`src/rtl/intersection_scheduler_if.sv`:
```
// intersection_scheduler_if
//   Groups the road-side signals of the intersection scheduler.
//   master : sensor/stimulus side, drives T_A, T_B, preempt and observes lamps.
//   slave  : scheduler side, consumes sensor inputs and drives lamps/status.
//   Signals:
//     T_A, T_B  vehicle present on street A / B (level, synchronous to clk)
//     preempt   emergency request, parks both roads at red
//     L_A, L_B  lamp codes: 00 green, 01 yellow, 11 red
//     phase     current scheduler state code
//     req_A/B   latched pending requests
//     tick      one-cycle prescaler pulse
interface intersection_scheduler_if;
  logic       T_A;
  logic       T_B;
  logic       preempt;
  logic [1:0] L_A;
  logic [1:0] L_B;
  logic [2:0] phase;
  logic       req_A;
  logic       req_B;
  logic       tick;

  modport master (
    output T_A, T_B, preempt,
    input  L_A, L_B, phase, req_A, req_B, tick
  );

  modport slave (
    input  T_A, T_B, preempt,
    output L_A, L_B, phase, req_A, req_B, tick
  );
endinterface

```
`src/rtl/intersection_scheduler.sv`:
```
// intersection_scheduler
//   Timed two-road intersection controller. Latches vehicle requests, enforces
//   min/max green, yellow and all-red clearance measured in prescaler ticks,
//   and supports a preempt input that parks both roads at red.
//   Ports:
//     clk      system clock, rising edge
//     reset_n  asynchronous active-low reset
//     bus      intersection_scheduler_if.slave (sensors in, lamps/status out)
//   Parameters (all in ticks except TICK_DIV, which is in clk cycles):
//     TICK_DIV, MIN_GREEN, MAX_GREEN, YELLOW, ALL_RED
module intersection_scheduler #(
  parameter int unsigned TICK_DIV  = 10,
  parameter int unsigned MIN_GREEN = 4,
  parameter int unsigned MAX_GREEN = 12,
  parameter int unsigned YELLOW    = 2,
  parameter int unsigned ALL_RED   = 1
) (
  input  logic                      clk,
  input  logic                      reset_n,
  intersection_scheduler_if.slave   bus
);

  localparam logic [7:0] TICK_LAST = 8'(TICK_DIV - 1);
  localparam logic [7:0] MIN_G     = 8'(MIN_GREEN);
  localparam logic [7:0] MAX_G     = 8'(MAX_GREEN);
  localparam logic [7:0] YEL_T     = 8'(YELLOW);
  localparam logic [7:0] AR_T      = 8'(ALL_RED);

  localparam logic [1:0] LAMP_G = 2'b00;
  localparam logic [1:0] LAMP_Y = 2'b01;
  localparam logic [1:0] LAMP_R = 2'b11;

  typedef enum logic [2:0] {
    A_GRN = 3'd0,
    A_YEL = 3'd1,
    AR_AB = 3'd2,
    B_GRN = 3'd3,
    B_YEL = 3'd4,
    AR_BA = 3'd5
  } state_t;

  state_t     state_q, state_d;
  logic [7:0] pre_q, pre_d;
  logic [7:0] cnt_q, cnt_d;
  logic       req_a_q, req_a_d;
  logic       req_b_q, req_b_d;
  logic [1:0] la_q, la_d;
  logic [1:0] lb_q, lb_d;

  logic       tick_w;
  logic [7:0] n_w;
  logic       exit_w;
  logic       bad_w;
  state_t     nxt_w;

  function automatic logic [1:0] lamp_a(input state_t s);
    case (s)
      A_GRN:   lamp_a = LAMP_G;
      A_YEL:   lamp_a = LAMP_Y;
      default: lamp_a = LAMP_R;
    endcase
  endfunction

  function automatic logic [1:0] lamp_b(input state_t s);
    case (s)
      B_GRN:   lamp_b = LAMP_G;
      B_YEL:   lamp_b = LAMP_Y;
      default: lamp_b = LAMP_R;
    endcase
  endfunction

  always_comb begin
    tick_w = (pre_q == TICK_LAST);
    pre_d  = tick_w ? 8'd0 : pre_q + 8'd1;

    // Dwell count including the tick being processed now; saturates so a
    // resting green never wraps and re-arms the min-green check.
    n_w = (cnt_q == 8'hFF) ? 8'hFF : cnt_q + 8'd1;

    nxt_w  = state_q;
    exit_w = 1'b0;
    bad_w  = 1'b0;
    case (state_q)
      A_GRN: begin
        nxt_w  = A_YEL;
        exit_w = bus.preempt ||
                 ((n_w >= MIN_G) && req_b_q && (!bus.T_A || (n_w >= MAX_G)));
      end
      A_YEL: begin
        nxt_w  = AR_AB;
        exit_w = (n_w >= YEL_T);
      end
      AR_AB: begin
        nxt_w  = B_GRN;
        exit_w = (n_w >= AR_T) && !bus.preempt;
      end
      B_GRN: begin
        nxt_w  = B_YEL;
        exit_w = bus.preempt ||
                 ((n_w >= MIN_G) && req_a_q && (!bus.T_B || (n_w >= MAX_G)));
      end
      B_YEL: begin
        nxt_w  = AR_BA;
        exit_w = (n_w >= YEL_T);
      end
      AR_BA: begin
        nxt_w  = A_GRN;
        exit_w = (n_w >= AR_T) && !bus.preempt;
      end
      default: begin
        // Unreachable codes recover to a safe all-red state without waiting
        // for a tick.
        nxt_w  = AR_AB;
        exit_w = 1'b1;
        bad_w  = 1'b1;
      end
    endcase

    state_d = state_q;
    cnt_d   = cnt_q;
    if (bad_w) begin
      state_d = nxt_w;
      cnt_d   = 8'd0;
    end else if (tick_w) begin
      if (exit_w) begin
        state_d = nxt_w;
        cnt_d   = 8'd0;
      end else begin
        cnt_d = n_w;
      end
    end

    // Entering a green clears that road's request even if its sensor is
    // asserted on the same edge.
    if ((state_d == A_GRN) && (state_q != A_GRN))
      req_a_d = 1'b0;
    else
      req_a_d = req_a_q | (bus.T_A && (state_q != A_GRN));

    if ((state_d == B_GRN) && (state_q != B_GRN))
      req_b_d = 1'b0;
    else
      req_b_d = req_b_q | (bus.T_B && (state_q != B_GRN));

    la_d = lamp_a(state_d);
    lb_d = lamp_b(state_d);
  end

  always_ff @(posedge clk or negedge reset_n) begin
    if (!reset_n) begin
      state_q <= A_GRN;
      pre_q   <= 8'd0;
      cnt_q   <= 8'd0;
      req_a_q <= 1'b0;
      req_b_q <= 1'b0;
      la_q    <= LAMP_G;
      lb_q    <= LAMP_R;
    end else begin
      state_q <= state_d;
      pre_q   <= pre_d;
      cnt_q   <= cnt_d;
      req_a_q <= req_a_d;
      req_b_q <= req_b_d;
      la_q    <= la_d;
      lb_q    <= lb_d;
    end
  end

  assign bus.L_A   = la_q;
  assign bus.L_B   = lb_q;
  assign bus.phase = state_q;
  assign bus.req_A = req_a_q;
  assign bus.req_B = req_b_q;
  assign bus.tick  = tick_w;

endmodule

```
`src/flat_wrapper.sv`:
```
// flat-port wrapper written by rule: the top's interface ports become plain ports
module intersection_scheduler_flat 
#(
  parameter int unsigned TICK_DIV  = 10,
  parameter int unsigned MIN_GREEN = 4,
  parameter int unsigned MAX_GREEN = 12,
  parameter int unsigned YELLOW    = 2,
  parameter int unsigned ALL_RED   = 1
)
  (clk, reset_n, bus_T_A, bus_T_B, bus_preempt, bus_L_A, bus_L_B, bus_phase, bus_req_A, bus_req_B, bus_tick);
  intersection_scheduler_if bus_i ();
  input  logic clk;
  input  logic reset_n;
  input wire logic [$bits(bus_i.T_A)-1:0] bus_T_A;
  input wire logic [$bits(bus_i.T_B)-1:0] bus_T_B;
  input wire logic [$bits(bus_i.preempt)-1:0] bus_preempt;
  output wire logic [$bits(bus_i.L_A)-1:0] bus_L_A;
  output wire logic [$bits(bus_i.L_B)-1:0] bus_L_B;
  output wire logic [$bits(bus_i.phase)-1:0] bus_phase;
  output wire logic [$bits(bus_i.req_A)-1:0] bus_req_A;
  output wire logic [$bits(bus_i.req_B)-1:0] bus_req_B;
  output wire logic [$bits(bus_i.tick)-1:0] bus_tick;
  assign bus_i.T_A = bus_T_A;
  assign bus_i.T_B = bus_T_B;
  assign bus_i.preempt = bus_preempt;
  assign bus_L_A = bus_i.L_A;
  assign bus_L_B = bus_i.L_B;
  assign bus_phase = bus_i.phase;
  assign bus_req_A = bus_i.req_A;
  assign bus_req_B = bus_i.req_B;
  assign bus_tick = bus_i.tick;
  intersection_scheduler #(.TICK_DIV(TICK_DIV), .MIN_GREEN(MIN_GREEN), .MAX_GREEN(MAX_GREEN), .YELLOW(YELLOW), .ALL_RED(ALL_RED)) u_core (.clk(clk), .reset_n(reset_n), .bus(bus_i));
endmodule
```
`config.mk`:
```
export PLATFORM = sky130hd
export DESIGN_NAME = intersection_scheduler_flat
export DESIGN_NICKNAME = d
export VERILOG_FILES = /design/src/rtl/intersection_scheduler_if.sv /design/src/rtl/intersection_scheduler.sv /design/src/flat_wrapper.sv
export SDC_FILE = /design/constraint.sdc
export NUM_CORES = 1
export LEC_CHECK = 0
export CAP_MARGIN = 25
export CORE_MARGIN = 5
export CORE_UTILIZATION = 35
export CTS_CLUSTER_DIAMETER = 60
export DETAILED_ROUTE_END_ITERATION = 12
export GPL_ROUTABILITY_DRIVEN = 0
export GPL_TIMING_DRIVEN = 0
export PLACE_DENSITY_LB_ADDON = 0.05
export SLEW_MARGIN = 10
export SYNTH_ARGS = -nofsm -noshare
export SYNTH_HDL_FRONTEND = slang
export SYNTH_SLANG_ARGS = --single-unit
```
`constraint.sdc`:
```
create_clock -name clk -period 2.3 [get_ports clk]
set_clock_uncertainty 0.05 [all_clocks]
set_input_delay 0.46 -clock clk [delete_from_list [all_inputs] [get_ports clk]]
set_output_delay 0.46 -clock clk [all_outputs]
set_load 0.01 [all_outputs]
```
==> results of run 1 <==
-- cell families (layout without fill, tap and decap cells) --
kind of cell             after synthesis  in the layout  synth area share
flip-flops                            25             25             0.383
buffers and inverters                 16             58            0.0527
adder cells (fa/ha/maj)                3              3            0.0229
AND/OR/NAND/NOR                       73             73             0.229
XOR/XNOR                              10             10            0.0534
AO/OA/AOI/OAI                         53             54             0.246
multiplexers                           2              2            0.0130
-- per-layer routing --
| layer | wire [um] | up-vias |
|---|---|---|
| met5 | 0 | - |
| met4 | 90 | 0 |
| met3 | 304 | 13 |
| met2 | 2200 | 68 |
| met1 | 1960 | 781 |
| li1 | - | 771 |
-- cells in the mapped netlist, types with 4 or more instances --
| cell type | number | share of area |
|---|---|---|
| nand2_1 | 17 | 0.039 |
| inv_1 | 6 | 0.014 |
| o32ai_1 | 4 | 0.021 |
| xnor2_1 | 8 | 0.043 |
| dfrtp_1 | 23 | 0.35 |
| nand3_1 | 12 | 0.037 |
| a21oi_1 | 12 | 0.037 |
| nor2_1 | 18 | 0.041 |
| nor3_1 | 5 | 0.015 |
| o22ai_1 | 4 | 0.015 |
-- power groups by stage --
stage	Clock [mW]	Sequential [mW]	Combinational, mW
2_1_floorplan	0	0.619	0.792
3_3_place_gp	0	0.603	1.12
3_5_place_dp	0	0.605	1.11
4_1_cts	0.279	0.586	1.36
5_1_grt	0.299	0.598	1.59
6_report	0.276	0.587	1.47
-- state kept, by name (all words and copies together) (netlist names) --
name,flops
u_core.bus.L_A,2
u_core.bus.phase,3
u_core.cnt_q,8
u_core.bus.req_A,1
u_core.bus.L_B,2
u_core.bus.req_B,1
u_core.pre_q,8
-- cell type report --
class | instances | area [um^2] | share of cell area
flip-flops and latches | 25 | 631 | 0.278
multi-input cells | 142 | 1070 | 0.473
clock inverters | 1 | 7.51 | 0.00330
inverters | 6 | 22.5 | 0.00991
plain buffers | 9 | 90.1 | 0.0396
repair buffers | 39 | 340 | 0.150
well taps | 52 | 65.1 | 0.0286
clock buffers | 3 | 41.3 | 0.0182
-- stage by stage --
stage | power, mW | hold WS (ns) | setup slack (ns)
floorplan | 1.41 | 0.114 | -0.00209
global placement | 1.72 | 0.415 | -1.05
detailed placement | 1.72 | 0.425 | -1.04
CTS | 2.23 | 0.452 | 0.00343
global route | 2.49 | 0.466 | -0.105
finish | 2.33 | 0.444 | -0.0161
-- path summary, 6_finish.rpt --
path	end	slack (ns)	depth (start not counted)
worst min-delay path	u_core.cnt_q[6]$_DFFE_PN0P_	0.44	1
max in group asynchronous	u_core.bus.L_B[0]$_DFF_PN1_	1.21	2
worst max register to register	u_core.bus.phase[0]$_DFF_PN0_	-0.02	8
min in group clk	u_core.pre_q[0]$_DFF_PN0_	0.46	1
worst max-delay path	u_core.bus.phase[0]$_DFF_PN0_	-0.02	8
worst min register to register	u_core.pre_q[0]$_DFF_PN0_	0.46	1
-- placed cells by master, fill, tap and decap left out, drive strengths merged, types with 2 or more instances in the layout --
| cell | synthesis | routed |
|---|---|---|
| buf | 7 | 32 |
| dfrtp | 23 | 23 |
| nor2 | 18 | 18 |
| nand2 | 17 | 17 |
| a21oi | 13 | 14 |
| clkdlybuf4s50 | 0 | 12 |
| nand3 | 12 | 12 |
| xnor2 | 8 | 8 |
| inv | 6 | 6 |
| clkbuf | 3 | 6 |
| nor3 | 5 | 5 |
| o22ai | 4 | 4 |
| o32ai | 4 | 4 |
| and3 | 4 | 4 |
| o211ai | 3 | 3 |
| nand3b | 3 | 3 |
| o21ai | 3 | 3 |
| a211o | 3 | 3 |
| nor4 | 3 | 3 |
| a211oi | 3 | 3 |
| ha | 3 | 3 |
| o31a | 2 | 2 |
| and4b | 2 | 2 |
| nand2b | 2 | 2 |
| a21o | 2 | 2 |
| a311o | 2 | 2 |
| o21ba | 2 | 2 |
| xor2 | 2 | 2 |
| dfstp | 2 | 2 |
| nand4 | 2 | 2 |
| or2 | 2 | 2 |
| a22oi | 2 | 2 |
-- timing repair --
action                     CTS  global route
setup endpoints to repair   20            15
gates resized for setup     29             7
gates cloned                 0             1
pin swaps                   10            11
setup buffers               21             5
==> summary.md, run 1 <==
| Metric | Value |
|---|---|
| Status | `finished, violations left` |
| Failing checks | `setup timing` |
| Endpoints failing hold | `0` |
| Max_cap viols | `0` |
| Antenna Cells | `0` |
| Row cnt | `24` |
| Syn-to-layout area delta | `38.6%` |
| Ratio of final minimum period to clock period | `1.01` |
| Post-route DRC | `0` |
| RSZ-0062 raised after global routing | `yes` |
| Setup TNS | `-0.0261 ns` |
| Register area share after synthesis | `0.383` |
| Slew margin rel. | `0.682` |
| Fillers | `just over 400` |
| H-tree depth | `1` |
| Comb power frac | `0.630` |
| GRT Total Usage | `0.152` |
| YS warnings | `0` |
| Boundary Pins | `15` |
| Final setup viols | `2` |
| Placed cells | `approximately 250` |
| Total congestion overflow after global routing | `0` |
| # port buffers | `14` |
| TritonCTS Sinks | `25` |
| Root Driver | `clkbuf_8` |
| Ys flop type | `dfrtp_1` |
| Final Util | `0.511` |
| Drt total wl | `between 4000 and 5000 um` |
| First-iteration detailed-routing DRC count | `around 170` |
| DIE AREA | `6150 um^2` |
| Hold/Removal Path Class | `input pin to asynchronous set/reset pin` |
| WL/cell | `roughly 16 um` |
| FMAX | `roughly 430 MHz` |
| M1 GR Usage | `0.181` |
| Non-Filler Instances | `277` |
| DR vias | `approximately 1600` |
| CTS tree | `yes` |
| Worst Path Required | `~2.4 ns` |
| CP cell instances | `buf_6 -> and3_4 -> a311o_1 -> a22oi_4 -> nand4_4 -> buf_6 -> a211o_1 -> a221oi_2` |
| Max Root-Sink Buffers | `2` |
| Post-route setup slack | `-0.0161 ns` |
| DR pass1 iterations | `4` |
| Critical Path AT | `around 2.4 ns` |
| Die H | `78.4 um` |
| Cell-internal power | `around 1.4 mW` |
| Clk slew on worst S/H paths | `roughly 0.090 ns` |
| CTS Hold Bufs | `0` |
| Worst slew pin tran | `between 0.4 and 0.5 ns` |
| Global routing usage on met3 | `0.0320` |
| Nets | `around 230` |
| Seq pwr share | `0.252` |
| Startpoint types | `flop` |
| Clk network pwr share | `0.119` |
| Post-synthesis cell area | `~1600 um^2` |
| Mean Syn Cell Area | `around 9.0 um^2` |
| Worst Setup Path Type | `flop to flop` |
| Period minus WS final | `roughly 2.3 ns` |
| First-pass GRT wire length | `about 7700 um` |
| Async S/R FF share, synth | `1.00` |
| Area of the core | `4440 um^2` |
| Share of post-route cells with drive strength above 1 | `0.329` |
| Crit-path max cell delay | `~0.45 ns` |
| Starting Density | `0.369` |
| Vias in the first global route | `1692` |
| Power density over the cells | `about 1000 nW/um^2` |
| Largest net degree at the start of global routing | `19` |
| Antenna viol nets, final | `0` |
| Num CTS Buffers | `3` |
| Worst path most repeated cell | `buf_6` |
| Fin. max-slew vios | `0` |
| Distinct cells, synth | `52` |
| Synthesized Nets | `190` |
| CP Buf/Inv Count | `2` |
| CP Launch Point | `u_core.cnt_q[1]$_DFFE_PN0P_` |
| Maximum VDD drop | `0.392 mV` |
| Post-DP HPWL | `3030 um` |
| Antenna violations before repair | `0` |
| Die width | `78.4 um` |
| Top Usage Layer GRT | `met2` |
| Syn Inst Count | `182` |
| Synthesized flop and latch total | `25` |
| Post-synth EDFFs | `0` |
| Via-to-Cell Ratio | `around 6` |
| Reg2reg start | `u_core.cnt_q[1]$_DFFE_PN0P_` |
| Crit-path slowest cell | `dfrtp_2` |
| CP Max Fanout | `5` |
| CP top delay family | `compound AO/OA/AOI/OAI gates` |
| Met2 Usage GRT | `0.272` |
| Final instance area | `about 2300 um^2` |
| CP endpoint kind | `flop` |
| Worst skew pair latency | `~0.28 ns` |
| Leak | `between 0.9 and 1 nW` |
| Placed inst area | `between 1500 and 2000 um^2` |
| Sw Pwr | `between 0.9 and 1 mW` |
| Switching part of the total power | `0.397` |
Note: power is estimated with default switching activity, not from simulation.
==> inputs of run 2 (changes only) <==
--- a/config.mk
+++ b/config.mk
@@ -8,7 +8,8 @@
 export CAP_MARGIN = 25
 export CORE_MARGIN = 5
 export CORE_UTILIZATION = 35
-export CTS_CLUSTER_DIAMETER = 60
+export CTS_BUF_LIST = sky130_fd_sc_hd__clkbuf_8 sky130_fd_sc_hd__clkbuf_16
+export CTS_CLUSTER_DIAMETER = 200
 export DETAILED_ROUTE_END_ITERATION = 12
 export GPL_ROUTABILITY_DRIVEN = 0
 export GPL_TIMING_DRIVEN = 0
==> results of run 2 <==
No change in the layout: final DEF, timing and power equal those of run 1.
